File: src/rtl/program_loader.sv
// program_loader
//
// Upstream feeder for the multi-cycle core. Parses a framed byte stream
//   0xA5, N, {hi, lo} x N, [checksum]
// and writes N 16-bit instruction words into instruction memory starting
// at address 0. The core is held in reset until a complete image has been
// written, and is then released.
//
// Optional feature macro: LOADER_CSUM_EN
//   defined   : a trailing checksum byte (XOR of all 2N data bytes) is
//               expected and checked before RUN; a mismatch gives err_code 2.
//   undefined : the last WRITE goes straight to RUN and no checksum byte
//               is expected.
//
// Handshake: a byte transfers on a rising clk edge where rx_valid && rx_ready.
// rx_ready is decoded from state; it is low only in WRITE and RUN.
// load_req wins over a simultaneous byte, which is then dropped.
//
// Ports
//   clk          system clock
//   rst          asynchronous active-low reset
//   rx_data      incoming byte
//   rx_valid     rx_data valid
//   rx_ready     loader accepts a byte this cycle
//   load_req     one-cycle pulse: abort / restart and wait for a new frame
//   imem_wr_en   instruction memory write strobe (one cycle per word)
//   imem_addr    write address (word index)
//   imem_wr_data write word {hi, lo}
//   core_rst_n   active-low core reset, high only in RUN (registered)
//   done         high in RUN (registered)
//   error        high in ERR (registered)
//   err_code     0 none, 1 bad count, 2 checksum, 3 timeout
//   state_dbg    current FSM state encoding
module program_loader #(
  parameter int INSTRUCTION_LEN = 16,
  parameter int ADDR_LEN        = 8,
  parameter int TIMEOUT_CYCLES  = 1024
) (
  input  logic                       clk,
  input  logic                       rst,
  input  logic [7:0]                 rx_data,
  input  logic                       rx_valid,
  output logic                       rx_ready,
  input  logic                       load_req,
  output logic                       imem_wr_en,
  output logic [ADDR_LEN-1:0]        imem_addr,
  output logic [INSTRUCTION_LEN-1:0] imem_wr_data,
  output logic                       core_rst_n,
  output logic                       done,
  output logic                       error,
  output logic [1:0]                 err_code,
  output logic [2:0]                 state_dbg
);

  // Wide enough to hold both the byte count and 2^ADDR_LEN.
  localparam int CW = ((ADDR_LEN > 8) ? ADDR_LEN : 8) + 1;
  localparam int TW = $clog2(TIMEOUT_CYCLES + 1);
  localparam logic [7:0] SYNC = 8'hA5;

  typedef enum logic [2:0] {
    S_WAIT_HDR = 3'd0,
    S_GET_CNT  = 3'd1,
    S_GET_HI   = 3'd2,
    S_GET_LO   = 3'd3,
    S_WRITE    = 3'd4,
    S_GET_CSUM = 3'd5,
    S_RUN      = 3'd6,
    S_ERR      = 3'd7
  } state_t;

  state_t              state, state_next;
  logic [1:0]          err_next;
  logic [7:0]          cnt_q;
  logic [ADDR_LEN-1:0] idx;
  logic [7:0]          hi_q, lo_q;
  logic [TW-1:0]       tmo_cnt;
  logic                accept, take, timed, tmo_hit, last_word, cnt_bad, hdr_start;
`ifdef LOADER_CSUM_EN
  logic [7:0]          acc;
`endif

  assign rx_ready  = (state != S_WRITE) && (state != S_RUN);
  assign accept    = rx_valid && rx_ready;
  // A byte coinciding with load_req is dropped.
  assign take      = accept && !load_req;
  assign timed     = (state == S_GET_CNT) || (state == S_GET_HI) ||
                     (state == S_GET_LO)  || (state == S_GET_CSUM);
  // The TIMEOUT_CYCLES-th consecutive idle edge fires; a byte on that edge wins.
  assign tmo_hit   = timed && !accept && (tmo_cnt == TW'(TIMEOUT_CYCLES - 1));
  assign last_word = (CW'(idx) + CW'(1)) == CW'(cnt_q);
  assign cnt_bad   = (rx_data == 8'd0) || (CW'(rx_data) > (CW'(1) << ADDR_LEN));
  assign hdr_start = take && (rx_data == SYNC) &&
                     ((state == S_WAIT_HDR) || (state == S_ERR));

  assign imem_wr_en   = (state == S_WRITE);
  assign imem_addr    = idx;
  assign imem_wr_data = {hi_q, lo_q};
  assign state_dbg    = state;

  always_comb begin
    state_next = state;
    err_next   = 2'd0;
    if (load_req) begin
      state_next = S_WAIT_HDR;
    end else begin
      case (state)
        S_WAIT_HDR: if (accept && rx_data == SYNC) state_next = S_GET_CNT;
        S_GET_CNT: begin
          if (accept) begin
            if (cnt_bad) begin
              state_next = S_ERR;
              err_next   = 2'd1;
            end else begin
              state_next = S_GET_HI;
            end
          end else if (tmo_hit) begin
            state_next = S_ERR;
            err_next   = 2'd3;
          end
        end
        S_GET_HI: begin
          if (accept) state_next = S_GET_LO;
          else if (tmo_hit) begin
            state_next = S_ERR;
            err_next   = 2'd3;
          end
        end
        S_GET_LO: begin
          if (accept) state_next = S_WRITE;
          else if (tmo_hit) begin
            state_next = S_ERR;
            err_next   = 2'd3;
          end
        end
        S_WRITE: begin
          if (last_word) begin
`ifdef LOADER_CSUM_EN
            state_next = S_GET_CSUM;
`else
            state_next = S_RUN;
`endif
          end else begin
            state_next = S_GET_HI;
          end
        end
`ifdef LOADER_CSUM_EN
        S_GET_CSUM: begin
          if (accept) begin
            if (rx_data == acc) state_next = S_RUN;
            else begin
              state_next = S_ERR;
              err_next   = 2'd2;
            end
          end else if (tmo_hit) begin
            state_next = S_ERR;
            err_next   = 2'd3;
          end
        end
`endif
        S_RUN: state_next = S_RUN;
        S_ERR: if (accept && rx_data == SYNC) state_next = S_GET_CNT;
        default: state_next = S_WAIT_HDR;
      endcase
    end
  end

  always_ff @(posedge clk or negedge rst) begin
    if (!rst) begin
      state      <= S_WAIT_HDR;
      core_rst_n <= 1'b0;
      done       <= 1'b0;
      error      <= 1'b0;
      err_code   <= 2'd0;
      cnt_q      <= 8'd0;
      idx        <= '0;
      hi_q       <= 8'd0;
      lo_q       <= 8'd0;
      tmo_cnt    <= '0;
`ifdef LOADER_CSUM_EN
      acc        <= 8'd0;
`endif
    end else begin
      state      <= state_next;
      // Status flags follow the next state so they move on the transition edge.
      core_rst_n <= (state_next == S_RUN);
      done       <= (state_next == S_RUN);
      error      <= (state_next == S_ERR);
      if (state_next == S_ERR) begin
        if (state != S_ERR) err_code <= err_next;
      end else begin
        err_code <= 2'd0;
      end

      if (!timed || take || (state_next != state)) tmo_cnt <= '0;
      else                                          tmo_cnt <= tmo_cnt + TW'(1);

      if (hdr_start) idx <= '0;
      // Stop at N-1 so the index never walks past the image.
      else if (state == S_WRITE && !last_word) idx <= idx + 1'b1;

      if (take && state == S_GET_CNT && !cnt_bad) cnt_q <= rx_data;
      if (take && state == S_GET_HI) hi_q <= rx_data;
      if (take && state == S_GET_LO) lo_q <= rx_data;
`ifdef LOADER_CSUM_EN
      if (hdr_start) acc <= 8'd0;
      else if (take && (state == S_GET_HI || state == S_GET_LO)) acc <= acc ^ rx_data;
`endif
    end
  end

endmodule
File: config.mk
export PLATFORM = sky130hd
export DESIGN_NAME = program_loader
export DESIGN_NICKNAME = d
export VERILOG_FILES = /design/src/rtl/program_loader.sv
export SDC_FILE = /design/constraint.sdc
export NUM_CORES = 1
export LEC_CHECK = 0
export ABC_CLOCK_PERIOD_IN_PS = 2200
export BUFFER_PORTS_ARGS = -buffer_cell sky130_fd_sc_hd__buf_2
export CORE_UTILIZATION = 50
export DETAILED_ROUTE_END_ITERATION = 8
export PLACE_DENSITY = 0.78
export REMOVE_ABC_BUFFERS = 1
export SLEW_MARGIN = 20
export SYNTH_ARGS = -nofsm -noshare
export SYNTH_HDL_FRONTEND = slang
export SYNTH_SLANG_ARGS = --single-unit
export TNS_END_PERCENT = 1
File: constraint.sdc
create_clock -name clk -period 2.2 [get_ports clk]
set_input_delay 0.44 -clock clk [delete_from_list [all_inputs] [get_ports clk]]
set_output_delay 0.44 -clock clk [all_outputs]
set_load 0.05 [all_outputs]
### Word-level counts from Yosys, hierarchy flattened

Index checks and enable logic that the tools add are counted.

* bits in registers: 50
* bits of input ports: 12
* logic and storage cells: 80
* output and inout port bits: 34

* add/subtract/negate cells: 3
* equal/unequal tests: 17
* reduce and logical (&&, ||, !) cells: 30
* muxes and demuxes: 20
* order comparisons: 1

Operator list (count)
* $mux 3: 8
* $eq 3x3->1 const B: 6
* $pmux 3 s6: 1
* $mux 8: 2
* $logic_and 1x1->1: 13
* $mux 2: 6
* $add 11x1->11 const B: 1
* $eq 11x10->1 const B: 1
* $mux 11: 1
* $add 8x1->9 const B: 1
* $eq 9x8->1: 1
* $gt 8x9->1 const B: 1
* $ne 3x3->1 const B: 3
* $add 8x1->8 const B: 1
* $eq 8x8->1 const B: 1
* $logic_not 8->1: 1
* $logic_or 1x1->1: 7
* $eq 3x2->1 const B: 2
* $logic_not 1->1: 5
* $pmux 2 s2: 1
* $reduce_or 2->1: 2
* $eq 3x1->1 const B: 1
* $logic_not 3->1: 1
* $ne 3x3->1: 1
* other kinds (3): 3

### Longest topological paths before layout

* depth in word-level cells: 13
* depth in mapped cells: 8

### Least setup slack after synthesis

OpenSTA, ideal clock, no wires.

* kind: reg2reg
* from: reg idx[0], in the netlist imem_addr[0]
* to: reg idx[7], in the netlist imem_addr[7]
* buffers on the path: 1
* required time: 2074 ps
* stages on the path, launching flop included: 9
* period minus slack after synthesis: 2506 ps
* slack: -306 ps
* data arrival time: 2379 ps
* cells stage by stage: dfrtp_1 ha_1 nand3_1 xnor2_1 nor3_1 o2111ai_4 and2_4 buf_6 a221o_1

* cells in the longest elaborated chain, start to end: 5
* elaborated cells on any way between the ends: 8

RTL lines
* start: declaration: RTL line 74 `logic [ADDR_LEN-1:0] idx;`
* start signal: assignment: RTL line 199 `else if (state == S_WRITE && !last_word) idx <= idx + 1'b1;`
* $add 8x1->9: RTL line 90 `assign last_word = (CW'(idx) + CW'(1)) == CW'(cnt_q);`
* $eq 9x8->1: RTL line 90
* $logic_not 1->1: RTL line 199
* $logic_and 1x1->1: RTL line 199
* $reduce_bool 2->1 (no source line)

Several ways; a longest one is shown, not always the timed one. The select of a mux whose other input is x is not followed.
A chain may end at the register's enable or synchronous reset.

### Final worst setup path

* from: reg idx[5], in the netlist imem_addr[5]
* to: reg error

* cells in the longest elaborated chain, start to end: 6

RTL lines
* $add 8x1->9: RTL line 90
* $eq 9x8->1: RTL line 90
* $mux 3: RTL line 136 `if (last_word) begin`
* $pmux 3 s6: RTL line 106 `case (state)`
* $mux 3: RTL line 103 `if (load_req) begin`
* $eq 3x3->1: RTL line 187 `error <= (state_next == S_ERR);`
* end signal: assignment: RTL line 187
* end: declaration: RTL line 50 `output logic error,`

Every way passes these cells.

==> impl_metrics.ini <==
[critical_path]
r2r-start = imem_addr[5]
crit_path_start = imem_addr[5]
cp_max_fo = 8
critPathKind = reg2reg
worst_setup_path_end_kind = flop
worstPathArrival_ns = 2.39
ff2ff_path_depth = 6
cp_slowest_cell = dfrtp_2
critPathMaxStageDelay_ns = 0.47
worstPathRequired_ns = 2.43
critPathLaunchType = flop
worstPathCellList = and3_4 -> or3b_4 -> a31oi_4 -> o2111ai_4 -> o311a_4 -> nor3b_4

[yosys]
synth_cell_types = 50
synthDominantCellAreaShare_pct = 47.89
ys_seq_area_share_pct = 47.89
syn_area_per_cell_um2 = 11.07
syn_inst = 236
synth_area_leader_cell = dfrtp_1
ys_seq_elements = 50
synth-edff-count = 0
synth-main-ff-cell = dfrtp_1
ys_warn_count = 0
syn-cell-area_um2 = 2613
synth_area_leaders = dfrtp_1, mux2_2, xnor2_1
async_flop_share_pct = 100.0

[floorplan]
die_area_um2 = 5518
fp-row-count = 25
dieHeight_um = 74.29
core-area_um2 = 4880
initial_utilization_pct = 53.54
ios = 46
die_w_um = 74.29

[routing]
drc = 0
antenna_left = 0
viasPerCell = 5.573
wirelength_mm = 5.772
drt_first_pass_iters = 5
wire_per_inst_um = 15.81
num_vias = 2034
drtIter0Drc = 147

[clock_network]
cts_tree = done
cts.path.max_buffers = 2
cts_buffers = 5
insertion_delay_ns = 0.31
cts_root_buf = clkbuf_8
htree_levels = 2
path_clk_slew_ns = 0.10
cts_hold_buf = 0
clock_sinks = 50

[global_route]
grt_first_pass_wirelength_mm = 9.480
grt_remaining_overflow = 0
grt_usage_pct = 22.70
grt_max_degree = 29
antenna_found_initial = 0
grt_pass1_vias = 2042

[min_path]
hold_path.class = in2async

[cells_and_area]
syn_to_final_growth_pct = 22.75
final_cell_mix = dfrtp_1, buf_2, mux2_2, buf_4, nor2_1
final_cell_area_um2 = 3207
num_antenna_cells = 0
drive_gt1_share_pct = 42.28
final_common_cell = dfrtp_1
layout.nets = 311

[sta]
worst_slack_ns = 0.04281
max_slew_margin_pct = 43.49
setup_viol = 0
worstMarginPinSlew_ns = 0.8455
skew_ns = 0.008419
holdWs_ns = 0.1395
fmax_mhz = 463.6
period_share_pct = 98.05
fin_crit_ns = 2.157
rsz0062_at_grt = yes
hold_violations = 0
slew_viol_final = 0

[job]
maxCapViolations = 0

[placement]
placement.io_buffers = 45
dpl.hpwl_mm = 4.234
gp_congestion = 0.8933
dpl-instance-area_um2 = 3003
pre_cts_ws_ns = -0.08500

[power_and_ir_drop]
p_leak_nw = 1.533
total_power_w = 0.001896
vdd_ir_drop_max_mv = 0.3714
power_density_nw_per_um2 = 591.3

[run_status]
status = finished, final reports clean
## state kept, by name (all words and copies together), names as in the netlist
signal,flops
imem_addr,8
done,1
err_code,2
cnt_q,8
hi_q,8
error,1
lo_q,8
state_dbg,3
tmo_cnt,11
## metal layers
metal	vias up	share of wire (%)	track usage (%)
li1	969	-	-
met1	1008	45	30.19
met2	50	50	37.17
met3	7	3.3	4.201
met4	0	1.1	8.595
met5	-	0	0
## layout make-up
class,instances,area [um2]
Clock inverter,3,25.02
Tap cell,67,83.83
Sequential cell,50,1255
Multi-Input combinational cell,169,1361
Fill cell,392,1673
Timing Repair Buffer,65,390.4
Clock buffer,5,68.82
Inverter,6,22.52
## Yosys cell counts (all sizes together), types with 5 or more instances
| cell | instances |
|---|---|
| dfrtp | 50 |
| xnor2 | 12 |
| and2 | 5 |
| mux2 | 25 |
| nor4b | 5 |
| o21ai | 7 |
| nor3 | 9 |
| and3 | 6 |
| clkbuf | 5 |
| xor2 | 8 |
| inv | 6 |
| nand3 | 11 |
| buf | 6 |
| nor2 | 18 |
| nand2 | 14 |
## cells by family after synthesis
group / Yosys count / synth area share (%)
flip-flops: 50 / 47.89
AND/OR/NAND/NOR: 89 / 19.59
multiplexers: 25 / 10.78
AO/OA/AOI/OAI: 33 / 10.68
XOR/XNOR: 20 / 6.705
adder cells (fa/ha/maj): 2 / 0.9577
buffers and inverters: 17 / 3.400
## worst paths after layout
kind                             to  slack (ns)
setup / recovery              error        0.04
hold / removal                error        0.14
setup reg to reg              error        0.04
hold reg to reg             hi_q[3]        0.51
max in group asynchronous  cnt_q[7]        1.43
min in group clk           cnt_q[6]        0.42
## report_power, final
| part | internal [W] | switching [W] | leakage (nW) |
|---|---|---|---|
| clock | 0.000230 | 0.000327 | 0.0447 |
| combinational | 0.000121 | 0.000229 | 0.813 |
| sequential | 0.000960 | 0.0000292 | 0.675 |
| total | 0.00131 | 0.000585 | 1.53 |
## critical path, delay by kind of cell (launching register included)
kind | cells | cell delay (ns)
and+or+nand+nor | 3 | 0.73
DFF | 1 | 0.47
AOI/OAI and AO/OA | 3 | 0.87
## through the flow
stage / setup TNS [ns] / utilization [%] / cells
2_1_floorplan: -2.545 / - / 225
5_1_grt: -0.3433 / 65.72 / 365
6_report: 0 / 65.72 / 365
4_1_cts: 0 / 64.15 / 363
3_3_place_gp: 0 / 61.54 / 355
3_5_place_dp: -0.1355 / 61.54 / 355
## repair_timing
| item | CTS | global route |
|---|---|---|
| gates resized for setup | 6 | 15 |
| setup buffers | 0 | 2 |
| pin swaps | 1 | 10 |
| endpoints found under the setup margin | 8 | 23 |
Note: power is estimated with default switching activity, not from simulation.
